--- config.mk ---
export PLATFORM = sky130hd
export DESIGN_NAME = dmem_arbiter
export DESIGN_NICKNAME = d
export VERILOG_FILES = /design/src/rtl/dmem_arbiter.sv
export SDC_FILE = /design/constraint.sdc
export NUM_CORES = 1
export LEC_CHECK = 0
export BUFFER_PORTS_ARGS = -buffer_cell sky130_fd_sc_hd__buf_4
export CORE_UTILIZATION = 48
export DETAILED_ROUTE_END_ITERATION = 10
export GPL_TIMING_DRIVEN = 0
export PLACE_DENSITY_LB_ADDON = 0.3
export SKIP_CTS_REPAIR_TIMING = 1
export SLEW_MARGIN = 20
export SYNTH_ARGS = -nofsm -noshare
export SYNTH_HDL_FRONTEND = slang
export SYNTH_SLANG_ARGS = --single-unit
--- constraint.sdc ---
create_clock -name clk -period 3.2 [get_ports clk]
set_input_delay 0 -clock clk [delete_from_list [all_inputs] [get_ports clk]]
set_output_delay 0 -clock clk [all_outputs]
set_load 0.02 [all_outputs]
--- src/rtl/dmem_arbiter.sv ---
// rtl/dmem_arbiter.sv - two-requester round-robin data-memory arbiter with capped burst lock
// Requester 0 is the core path, requester 1 the loader/DMA/debug path.
module dmem_arbiter #(
  parameter int AW        = 8,
  parameter int DW        = 8,
  parameter int MAX_BURST = 4
) (
  input  logic          clk,
  input  logic          reset,
  input  logic          r0_req,
  input  logic          r0_we,
  input  logic          r0_lock,
  input  logic [AW-1:0] r0_addr,
  input  logic [DW-1:0] r0_wdata,
  output logic          r0_gnt,
  output logic          r0_rvalid,
  output logic [DW-1:0] r0_rdata,
  input  logic          r1_req,
  input  logic          r1_we,
  input  logic          r1_lock,
  input  logic [AW-1:0] r1_addr,
  input  logic [DW-1:0] r1_wdata,
  output logic          r1_gnt,
  output logic          r1_rvalid,
  output logic [DW-1:0] r1_rdata,
  output logic          mem_write,
  output logic [AW-1:0] mem_addr,
  output logic [DW-1:0] mem_wdata,
  input  logic [DW-1:0] mem_rdata
);

  localparam int CW = $clog2(MAX_BURST + 1);

  typedef enum logic {S_IDLE, S_LOCKED} state_t;

  state_t        r_state;
  state_t        w_state_nxt;
  logic          r_owner;
  logic          w_owner_nxt;
  logic          r_last;
  logic          w_last_nxt;
  logic [CW-1:0] r_burst_cnt;
  logic [CW-1:0] w_burst_cnt_nxt;
  logic          r_rvalid0;
  logic          r_rvalid1;
  logic [DW-1:0] r_rdata0;
  logic [DW-1:0] r_rdata1;

  logic          w_owner_req;
  logic          w_hold;
  logic          w_gnt_any;
  logic          w_gnt_id;
  logic          w_gnt0;
  logic          w_gnt1;
  logic          w_we;
  logic          w_lock;

  // The lock only holds while the owner keeps requesting and has beats left;
  // otherwise plain round-robin decides in the same cycle.
  always_comb begin
    w_owner_req = r_owner ? r1_req : r0_req;
    w_hold      = (r_state == S_LOCKED) && w_owner_req && (r_burst_cnt < CW'(MAX_BURST));
    w_gnt_any   = 1'b0;
    w_gnt_id    = 1'b0;
    if (!reset) begin
      if (w_hold) begin
        w_gnt_any = 1'b1;
        w_gnt_id  = r_owner;
      end else if (r0_req && r1_req) begin
        w_gnt_any = 1'b1;
        w_gnt_id  = ~r_last;
      end else if (r0_req) begin
        w_gnt_any = 1'b1;
        w_gnt_id  = 1'b0;
      end else if (r1_req) begin
        w_gnt_any = 1'b1;
        w_gnt_id  = 1'b1;
      end
    end
  end

  assign w_gnt0 = w_gnt_any & ~w_gnt_id;
  assign w_gnt1 = w_gnt_any &  w_gnt_id;
  assign w_we   = w_gnt_id ? r1_we   : r0_we;
  assign w_lock = w_gnt_id ? r1_lock : r0_lock;

  always_comb begin
    w_state_nxt     = S_IDLE;
    w_owner_nxt     = r_owner;
    w_last_nxt      = r_last;
    w_burst_cnt_nxt = '0;
    if (w_gnt_any) begin
      w_last_nxt = w_gnt_id;
      if (w_lock) begin
        w_state_nxt = S_LOCKED;
        if (w_hold) begin
          w_burst_cnt_nxt = r_burst_cnt + CW'(1);
        end else begin
          w_owner_nxt     = w_gnt_id;
          w_burst_cnt_nxt = CW'(1);
        end
      end
    end
  end

  always_ff @(posedge clk) begin
    if (reset) begin
      r_state     <= S_IDLE;
      r_owner     <= 1'b0;
      r_last      <= 1'b1;
      r_burst_cnt <= '0;
      r_rvalid0   <= 1'b0;
      r_rvalid1   <= 1'b0;
      r_rdata0    <= '0;
      r_rdata1    <= '0;
    end else begin
      r_state     <= w_state_nxt;
      r_owner     <= w_owner_nxt;
      r_last      <= w_last_nxt;
      r_burst_cnt <= w_burst_cnt_nxt;
      r_rvalid0   <= w_gnt0 & ~r0_we;
      r_rvalid1   <= w_gnt1 & ~r1_we;
      if (w_gnt0 && !r0_we) r_rdata0 <= mem_rdata;
      if (w_gnt1 && !r1_we) r_rdata1 <= mem_rdata;
    end
  end

  assign r0_gnt    = w_gnt0;
  assign r1_gnt    = w_gnt1;
  assign mem_write = w_gnt_any & w_we;
  assign mem_addr  = w_gnt0 ? r0_addr  : (w_gnt1 ? r1_addr  : '0);
  assign mem_wdata = w_gnt0 ? r0_wdata : (w_gnt1 ? r1_wdata : '0);

  // A read granted just before reset must not report valid data during reset.
  assign r0_rvalid = r_rvalid0 & ~reset;
  assign r1_rvalid = r_rvalid1 & ~reset;
  assign r0_rdata  = r_rdata0;
  assign r1_rdata  = r_rdata1;

endmodule
Word-level counts from Yosys, hierarchy flattened
Cells that the tools add are included.

storage, ports and cells
  input bits = 48
  logic and storage cells = 55
  bits in registers = 24
  output and inout port bits = 37

cells by class
  multiplexer cells = 18
  bitwise operators = 15
  magnitude comparators = 1
  $add $sub $neg = 1
  reductions and logical operators = 11

operators with widths
  cell                                                            number
  8-bit two-way mux                                               4
  1-bit two-way mux                                               14
  1-bit inverter                                                  8
  1-bit AND                                                       7
  1-bit logical AND                                               5
  4-bit OR reduction                                              1
  3-bit by 1-bit adder with 3-bit output (second input constant)  1
  3-bit less-than comparator (second input constant)              1
  3-bit AND reduction                                             1
  3-bit OR reduction                                              1
  1-bit logical NOT                                               2
  2-bit OR reduction                                              1

Logic depth before layout (Yosys ltp)
Gate-level depths: netlist of run 1.

  word-level depth = 8
  depth in mapped cells = 6

Least setup slack after synthesis of run 1
OpenSTA, ideal clock, no wires.

  kind = register -> output
  start point = register r_owner
  end point = output mem_addr[0]
  arrival time = 1.410 ns
  cell stages (with the launch flop) = 6
  data required time = 3.200 ns
  path buffers = 1
  slack = 1.790 ns
  path through = dfxtp_1 or3b_4 o211ai_4 buf_12 nand3_2 a21oi_2

on the way
  longest elaborated chain between the ends = 8
  elaborated cells between the ends (all ways) = 12

ends and longest elaborated chain
  element                                                line     text
  start: declaration                                     38       logic r_owner;
  start signal: assignment                               118      r_owner <= w_owner_nxt;
  1-bit two-way mux                                      61       w_owner_req = r_owner ? r1_req : r0_req;
  1-bit logical AND (2 in a row)                         62       w_hold = (r_state == S_LOCKED) && w_owner_req && (r_burst_cnt < CW'(MAX_BURST));
  1-bit two-way mux                                      66       if (w_hold) begin
  1-bit two-way mux                                      65       if (!reset) begin
  1-bit AND / 1-bit inverter (equally long branches)     83, 82
  8-bit two-way mux / 1-bit AND (equally long branches)  131, 82
  8-bit two-way mux *                                    131      assign mem_addr = w_gnt0 ? r0_addr : (w_gnt1 ? r1_addr : '0);
  end: declaration                                       27       output logic [AW-1:0] mem_addr,

Every way passes the cells marked *; elsewhere a longest branch is shown, timed or not.

Final worst setup path of run 1
  start point = register r_owner
  end point = output mem_addr[2]

The elaborated chain is that of the path after synthesis.

==> results.sh, run 1 <==
export IMPL_crit_type="reg -> out"
export IMPL_clock_skew_ns=0.00615
export IMPL_ys_types=37
export IMPL_switching_share_pct=29.6
export IMPL_die_w_um=58.4
export IMPL_grt_pass1_wl_mm=6.58
export IMPL_seqPwrFrac_pct=39.9
export IMPL_slew_violations=0
export IMPL_grtUsageTotal_pct=24.5
export IMPL_core_sq_um=3030
export IMPL_finalCriticalPeriod_ns=1.88
export IMPL_combPwrFrac_pct=32.6
export IMPL_report_power_total_uw=802
export IMPL_cpMaxStageDelayCell="or3b_4"
export IMPL_area_growth_synth_to_final_pct=53.7
export IMPL_final_core_util_pct=77.6
export IMPL_arrival_ns=1.88
export IMPL_status="completed"
export IMPL_cts_buffer_depth=2
export IMPL_diodes=0
export IMPL_tightest_slew_ns=0.534
export IMPL_p_per_area_nw_per_um2=342
export IMPL_grt_max_degree=15
export IMPL_clockRootBuffer="clkbuf_4"
export IMPL_place_congestion=0.851
export IMPL_num_fill_cells=242
export IMPL_die_area_sq_um=3410
export IMPL_power_net_switching_uw=237
export IMPL_drive_gt1_share_pct=45.7
export IMPL_vias=1774
export IMPL_setup_tns_ns=0
export IMPL_placed_cells=311
export IMPL_slew_headroom_pct=64.4
export IMPL_synthesis_area_sq_um=1530
export IMPL_stdcell_count=324
export IMPL_antenna_found_initial=0
export IMPL_worst_path_max_fanout=10
export IMPL_clkTransAtPathRegs_ns=0.13
export IMPL_clock_sinks=24
export IMPL_ys_warn_count=0
export IMPL_nets=330
export IMPL_drc=0
export IMPL_cts_made_buffers=3
export IMPL_ctsHtreeMaxLevel=1
export IMPL_design_area_sq_um=2350
export IMPL_clock_latency_ns=0.32
export IMPL_setup_viol=0
export IMPL_async_reset_ff_share_pct=0
export IMPL_synth_ff_type="dfxtp_1"
export IMPL_p_leak_nw=1.07
export IMPL_fmax_mhz=532
export IMPL_drv_cap=0
export IMPL_synth_edf_count=0
export IMPL_synth_cells=184
export IMPL_portBuffers=83
export IMPL_rows=20
export IMPL_drt_iter0_markers=92
export IMPL_wire_per_inst_um=14.3
export IMPL_dp_hpwl_mm=3.23
export IMPL_grt_pass1_vias=1538
export IMPL_initial_utilization_pct=50.5
export IMPL_finalCritPeriodShare_pct=58.8
export IMPL_startpoint_type="register"
export IMPL_cts_tree="yes"
export IMPL_vias_per_cell=5.48
export IMPL_rsz0062_at_grt="no"
export IMPL_ios=85
export IMPL_ys_seq_elements=24
export IMPL_dr_pass1_iters=4
export IMPL_overflow=0
export IMPL_routed_wirelength_mm=4.62
export IMPL_p_int_uw=565
export IMPL_pwr_share_clk_pct=27.5
export IMPL_ant_nets=0
export IMPL_synth_area_per_cell_sq_um=8.30
export IMPL_hold_viol=0
export IMPL_place_area_sq_um=2210
export IMPL_peakVddDrop_mv=0.510
export IMPL_syn_num_nets=233
export IMPL_slowest_delay_ns=0.43
export IMPL_min_path_type="in -> reg"
export IMPL_crit_required_ns=3.20
export IMPL_fp_dieH_um=58.4
export IMPL_synth_yosys_seq_area_share_pct=31.4
export IMPL_path_cells="or3b_4 -> o211ai_4 -> buf_12 -> nand3_2 -> a21oi_2 -> buf_4"
export IMPL_endpoint_kind="primary output"
synthesized netlist by cell type (2+ instances only):
| cell type | number | share of area, % |
|---|---|---|
| nand3_2 | 12 | 7.9 |
| nand2b_1 | 2 | 0.82 |
| buf_6 | 4 | 2.9 |
| dfxtp_1 | 24 | 31 |
| a21oi_1 | 15 | 4.9 |
| buf_4 | 2 | 0.98 |
| clkbuf_1 | 4 | 0.98 |
| nor2b_1 | 3 | 1.2 |
| o211ai_1 | 9 | 4.4 |
| nor2_1 | 6 | 1.5 |
| buf_2 | 2 | 0.66 |
| o21ai_0 | 9 | 2.9 |
| o211a_1 | 2 | 1.3 |
| nand3_1 | 40 | 13 |
| a21oi_2 | 12 | 6.9 |
| inv_1 | 3 | 0.74 |
| nand2_1 | 15 | 3.7 |
area by class of cell:
class,instances,area (sq um),share of cell area (%)
repair buffers,92,713,30.4
well taps,44,55.1,2.34
plain buffers,16,138,5.86
flip-flops and latches,24,480,20.5
clock buffers,3,22.5,0.959
clock inverters,1,30.0,1.28
multi-input cells,141,898,38.3
inverters,3,11.3,0.479
critical path, delay by kind of cell, from the launching register on:
kind                   cells  cell delay (ns)
and+or+nand+nor            2             0.51
buffers and inverters      2             0.35
DFF                        1             0.39
AOI/OAI and AO/OA          2             0.31
registers in the layout (all words and copies together) (netlist names):
signal	count
r_burst_cnt	3
r_owner	1
r_last	1
r1_rdata	8
r_rvalid0	1
r_state	1
r0_rdata	8
r_rvalid1	1
cell families after synthesis:
family,count (synthesis),share of synthesized area [%]
adder cells (fa/ha/maj),1,0.819
multiplexers,2,1.39
buffers and inverters,19,9.74
AND/OR/NAND/NOR,86,32.4
AO/OA/AOI/OAI,52,24.2
flip-flops,24,31.4
through the flow:
step	hold WS (ns)	setup WS (ns)
floorplan	0.123	1.79
global placement	0.232	1.69
detailed placement	0.229	1.67
CTS	-0.113	1.32
global route	0.00680	1.23
finish	0.0136	1.32
per-layer routing:
| metal | part of all wire, % | GRT usage [%] | wire [um] |
|---|---|---|---|
| met5 | 0 | 0 | 0 |
| met4 | 2.8 | 8.16 | 131 |
| met3 | 6.9 | 4.84 | 318 |
| met2 | 49 | 44.3 | 2260 |
| met1 | 41 | 28.9 | 1910 |
path summary, 6_finish.rpt:
| kind | from | endpoint | slack [ns] | cells after the start |
|---|---|---|---|---|
| worst max-delay path | r_owner$_SDFFE_PP0P_ | mem_addr[2] | 1.32 | 6 |
| worst min-delay path | reset | r1_rdata[2]$_SDFFE_PP0P_ | 0.01 | 3 |
| worst max register to register | r_owner$_SDFFE_PP0P_ | r1_rdata[3]$_SDFFE_PP0P_ | 1.55 | 5 |
| worst min register to register | r_burst_cnt[0]$_SDFF_PP0_ | r_burst_cnt[0]$_SDFF_PP0_ | 0.45 | 1 |
cells in the final DEF (no fill, tap or decap), types with 2 or more instances in the layout:
cell type,n
nand3_2,12
a21oi_1,15
nand3_1,40
buf_4,85
clkbuf_1,4
a21oi_2,12
dfxtp_1,24
inv_1,3
o21ai_0,9
nor2_1,6
nand2b_1,2
o211ai_1,9
buf_6,4
clkbuf_4,3
nand2_1,15
o211a_1,2
dlygate4sd3_1,9
nor2b_1,3
buf_2,2
power by group through the flow:
stage	combinational [mW]	clock [mW]	sequential, mW
floorplan	0.135	0	0.335
global placement	0.247	0	0.326
detailed placement	0.249	0	0.326
CTS	0.250	0.223	0.320
global route	0.280	0.237	0.322
finish	0.262	0.220	0.320
No activity file was read; power rests on OpenSTA's default activity.
==> run 2, diff against run 1 <==
--- a/config.mk
+++ b/config.mk
@@ -5,8 +5,9 @@
 export SDC_FILE = /design/constraint.sdc
 export NUM_CORES = 1
 export LEC_CHECK = 0
+export ABC_AREA = 1
 export BUFFER_PORTS_ARGS = -buffer_cell sky130_fd_sc_hd__buf_4
-export CORE_UTILIZATION = 48
+export CORE_UTILIZATION = 37
 export DETAILED_ROUTE_END_ITERATION = 10
 export GPL_TIMING_DRIVEN = 0
 export PLACE_DENSITY_LB_ADDON = 0.3
==> constraint.sdc (replaced) <==
create_clock -name clk -period 1.54 [get_ports clk]
set_input_delay 0 -clock clk [delete_from_list [all_inputs] [get_ports clk]]
set_output_delay 0 -clock clk [all_outputs]
set_load 0.02 [all_outputs]
==> results.sh, run 2 <==
export IMPL_grt_pass1_vias=1233
export IMPL_cts_buffer_depth=2
export IMPL_vias=1634
export IMPL_ys_seq_elements=24
export IMPL_synthMuxAreaShare_pct=0
export IMPL_pre_cts_slack_ns=0.0253
export IMPL_wl_met3_um=231
export IMPL_synth_area_per_cell_sq_um=6.32
export IMPL_report_power_total_mw=1.85
export IMPL_antenna_found_initial=0
export IMPL_crit_required_ns=1.54
export IMPL_synth_yosys_seq_area_share_pct=38.4
export IMPL_mostFrequentLayoutCells="76 x buf_4, 43 x nand2_1, 37 x nor2_1"
export IMPL_synthesis_area_sq_um=1250
export IMPL_rows=20
export IMPL_num_fill_cells=208
export IMPL_nets=362
export IMPL_reg2reg_setup_slack_ns=-0.01
export IMPL_ys_warn_count=0
export IMPL_dr_wl_met2_mm=2.60
export IMPL_violations="negative setup slack"
export IMPL_vias_per_cell=4.59
export IMPL_endpoint_kind="primary output"
export IMPL_setup_viol=19
export IMPL_ios=85
export IMPL_initial_utilization_pct=40.0
export IMPL_cts_made_buffers=3
export IMPL_grt_max_degree=15
export IMPL_p_leak_nw=1.37
export IMPL_cts_tree="yes"
export IMPL_clock_latency_ns=0.32
export IMPL_ys_types=23
export IMPL_async_reset_ff_share_pct=0
export IMPL_area_growth_synth_to_final_pct=98.7
export IMPL_place_congestion=0.727
export IMPL_slew_headroom_pct=70.9
export IMPL_peakVddDrop_mv=0.515
export IMPL_synth_ff_type="dfxtp_1"
export IMPL_dr_pass1_iters=4
export IMPL_min_to="r_state$_SDFF_PP0_"
export IMPL_dp_hpwl_mm=2.62
export IMPL_synth_area_top_cells="dfxtp_1 38%, nand2_1 22%, nor2_1 11%, inv_1 7.5%, o21ai_0 3.2%"
export IMPL_finalCriticalPeriod_ns=1.73
export IMPL_clock_skew_ns=0.00427
export IMPL_synth_compound_area_share_pct=6.00
export IMPL_fmax_mhz=578
export IMPL_final_common_cell="buf_4"
export IMPL_synth_common_cells="73 x nand2_1, 37 x nor2_1, 25 x inv_1"
export IMPL_yosys_area_share_adder_pct=1.00
export IMPL_rsz0062_at_grt="yes"
export IMPL_grtUsageTotal_pct=19.6
export IMPL_overflow=0
export IMPL_routed_wirelength_mm=4.73
export IMPL_slew_violations=0
export IMPL_synth_cells=198
export IMPL_yosysTopAreaCell="dfxtp_1"
export IMPL_drt_iter0_markers=65
export IMPL_ctsHtreeMaxLevel=1
export IMPL_rr_worst_depth=10
export IMPL_drive_gt1_share_pct=49.4
export IMPL_die_w_um=60.2
export IMPL_core_sq_um=3130
export IMPL_arrival_ns=1.73
export IMPL_p_per_area_nw_per_um2=746
export IMPL_finalCritPeriodShare_pct=112
export IMPL_clkTransAtPathRegs_ns=0.14
export IMPL_startpoint_type="register"
export IMPL_ant_nets=0
export IMPL_portBuffers=84
export IMPL_die_area_sq_um=3620
export IMPL_diodes=0
export IMPL_top_layer="met4"
export IMPL_m1WireLength_mm=1.78
export IMPL_drc=0
export IMPL_clockRootBuffer="clkbuf_4"
export IMPL_wire_per_inst_um=13.3
export IMPL_yosysTopAreaCellShare_pct=38.4
export IMPL_worstHoldStart="reset"
export IMPL_drv_cap=0
export IMPL_synth_top_family_by_area="simple AND/OR/NAND/NOR gates"
export IMPL_grt_pass1_wl_mm=5.31
export IMPL_crit_type="reg -> out"
export IMPL_final_core_util_pct=79.5
export IMPL_fp_dieH_um=60.2
export IMPL_synth_edf_count=0
export IMPL_fin_ws_ns=-0.192
export IMPL_tightest_slew_ns=0.436
export IMPL_syn_num_nets=247
export IMPL_min_path_cells=4
export IMPL_synth_most_common_cell="nand2_1"
export IMPL_clock_sinks=24
export IMPL_min_path_type="in -> reg"
export IMPL_status="complete, but fails checks"
export IMPL_synth_xor_area_share_pct=0
export IMPL_yosys_area_share_simple_pct=42.9
export IMPL_timing_rr_start="r_state$_SDFF_PP0_"
export IMPL_reg2reg_to="r0_rdata[3]$_SDFFE_PP0P_"
export IMPL_hold_viol=0
export IMPL_worst_path_max_fanout=5
run 2: logic make-up after synthesis:
kind of cell,after synthesis
AOI/OAI and AO/OA,14
adders and majority gates,1
buffers and inverters,33
DFF,24
and+or+nand+nor,126
run 2: layout make-up:
cell class | instances | area (sq um) | share of cell area [%]
Clock inverter | 1 | 30.0 | 1.21
Tap cell | 44 | 55.1 | 2.21
Timing Repair Buffer | 109 | 956 | 38.5
Buffer | 5 | 53.8 | 2.16
Inverter | 28 | 115 | 4.63
Clock buffer | 3 | 22.5 | 0.906
Sequential cell | 24 | 483 | 19.4
Multi-Input combinational cell | 142 | 771 | 31.0
run 2: how the worst max path moves through the flow:
stage | startpoint | endpoint | slack, ns | cells past startpoint
after floorplan | r_owner$_SDFFE_PP0P_ | mem_addr[0] | 0.22 | 9
after CTS | r_owner$_SDFFE_PP0P_ | mem_addr[2] | -0.35 | 11
after global placement | r_owner$_SDFFE_PP0P_ | mem_addr[2] | 0.1 | 11
after detailed placement | r_owner$_SDFFE_PP0P_ | mem_addr[2] | 0.03 | 11
after global routing | r_state$_SDFF_PP0_ | mem_addr[2] | -0.28 | 11
final | r_state$_SDFF_PP0_ | mem_write | -0.19 | 8
run 2: metal layers:
layer  global-route usage (%)  vias up
met2                     33.9       51
li1                         -      826
met3                     4.33       12
met1                     23.4      745
met5                        0        -
met4                     7.64        0
run 2: worst max-delay path: stages, from the launching register on:
cell	delay (ns)
dfxtp_2	0.35
inv_2	0.04
nor2_4	0.12
nand3_2	0.11
nand2_2	0.10
nand3_4	0.13
buf_4	0.20
o22ai_1	0.19
buf_4	0.18
run 2: report_power, final:
part	internal [mW]	switching (mW)	leakage [nW]
Clock	0.263	0.200	0.0279
Combinational	0.350	0.360	1.15
Sequential	0.661	0.0206	0.197
Total	1.27	0.581	1.37
run 2: stage by stage:
stage	std cells	TNS, ns	area, sq um	hold slack [ns]
after floorplan	198	0	1250	0.0798
after global placement	326	0	1940	0.215
after detailed placement	326	0	1940	0.218
after CTS	330	-4.79	1990	-0.128
after global routing	356	-5.32	2490	0.0445
final	356	-2.98	2490	0.0386
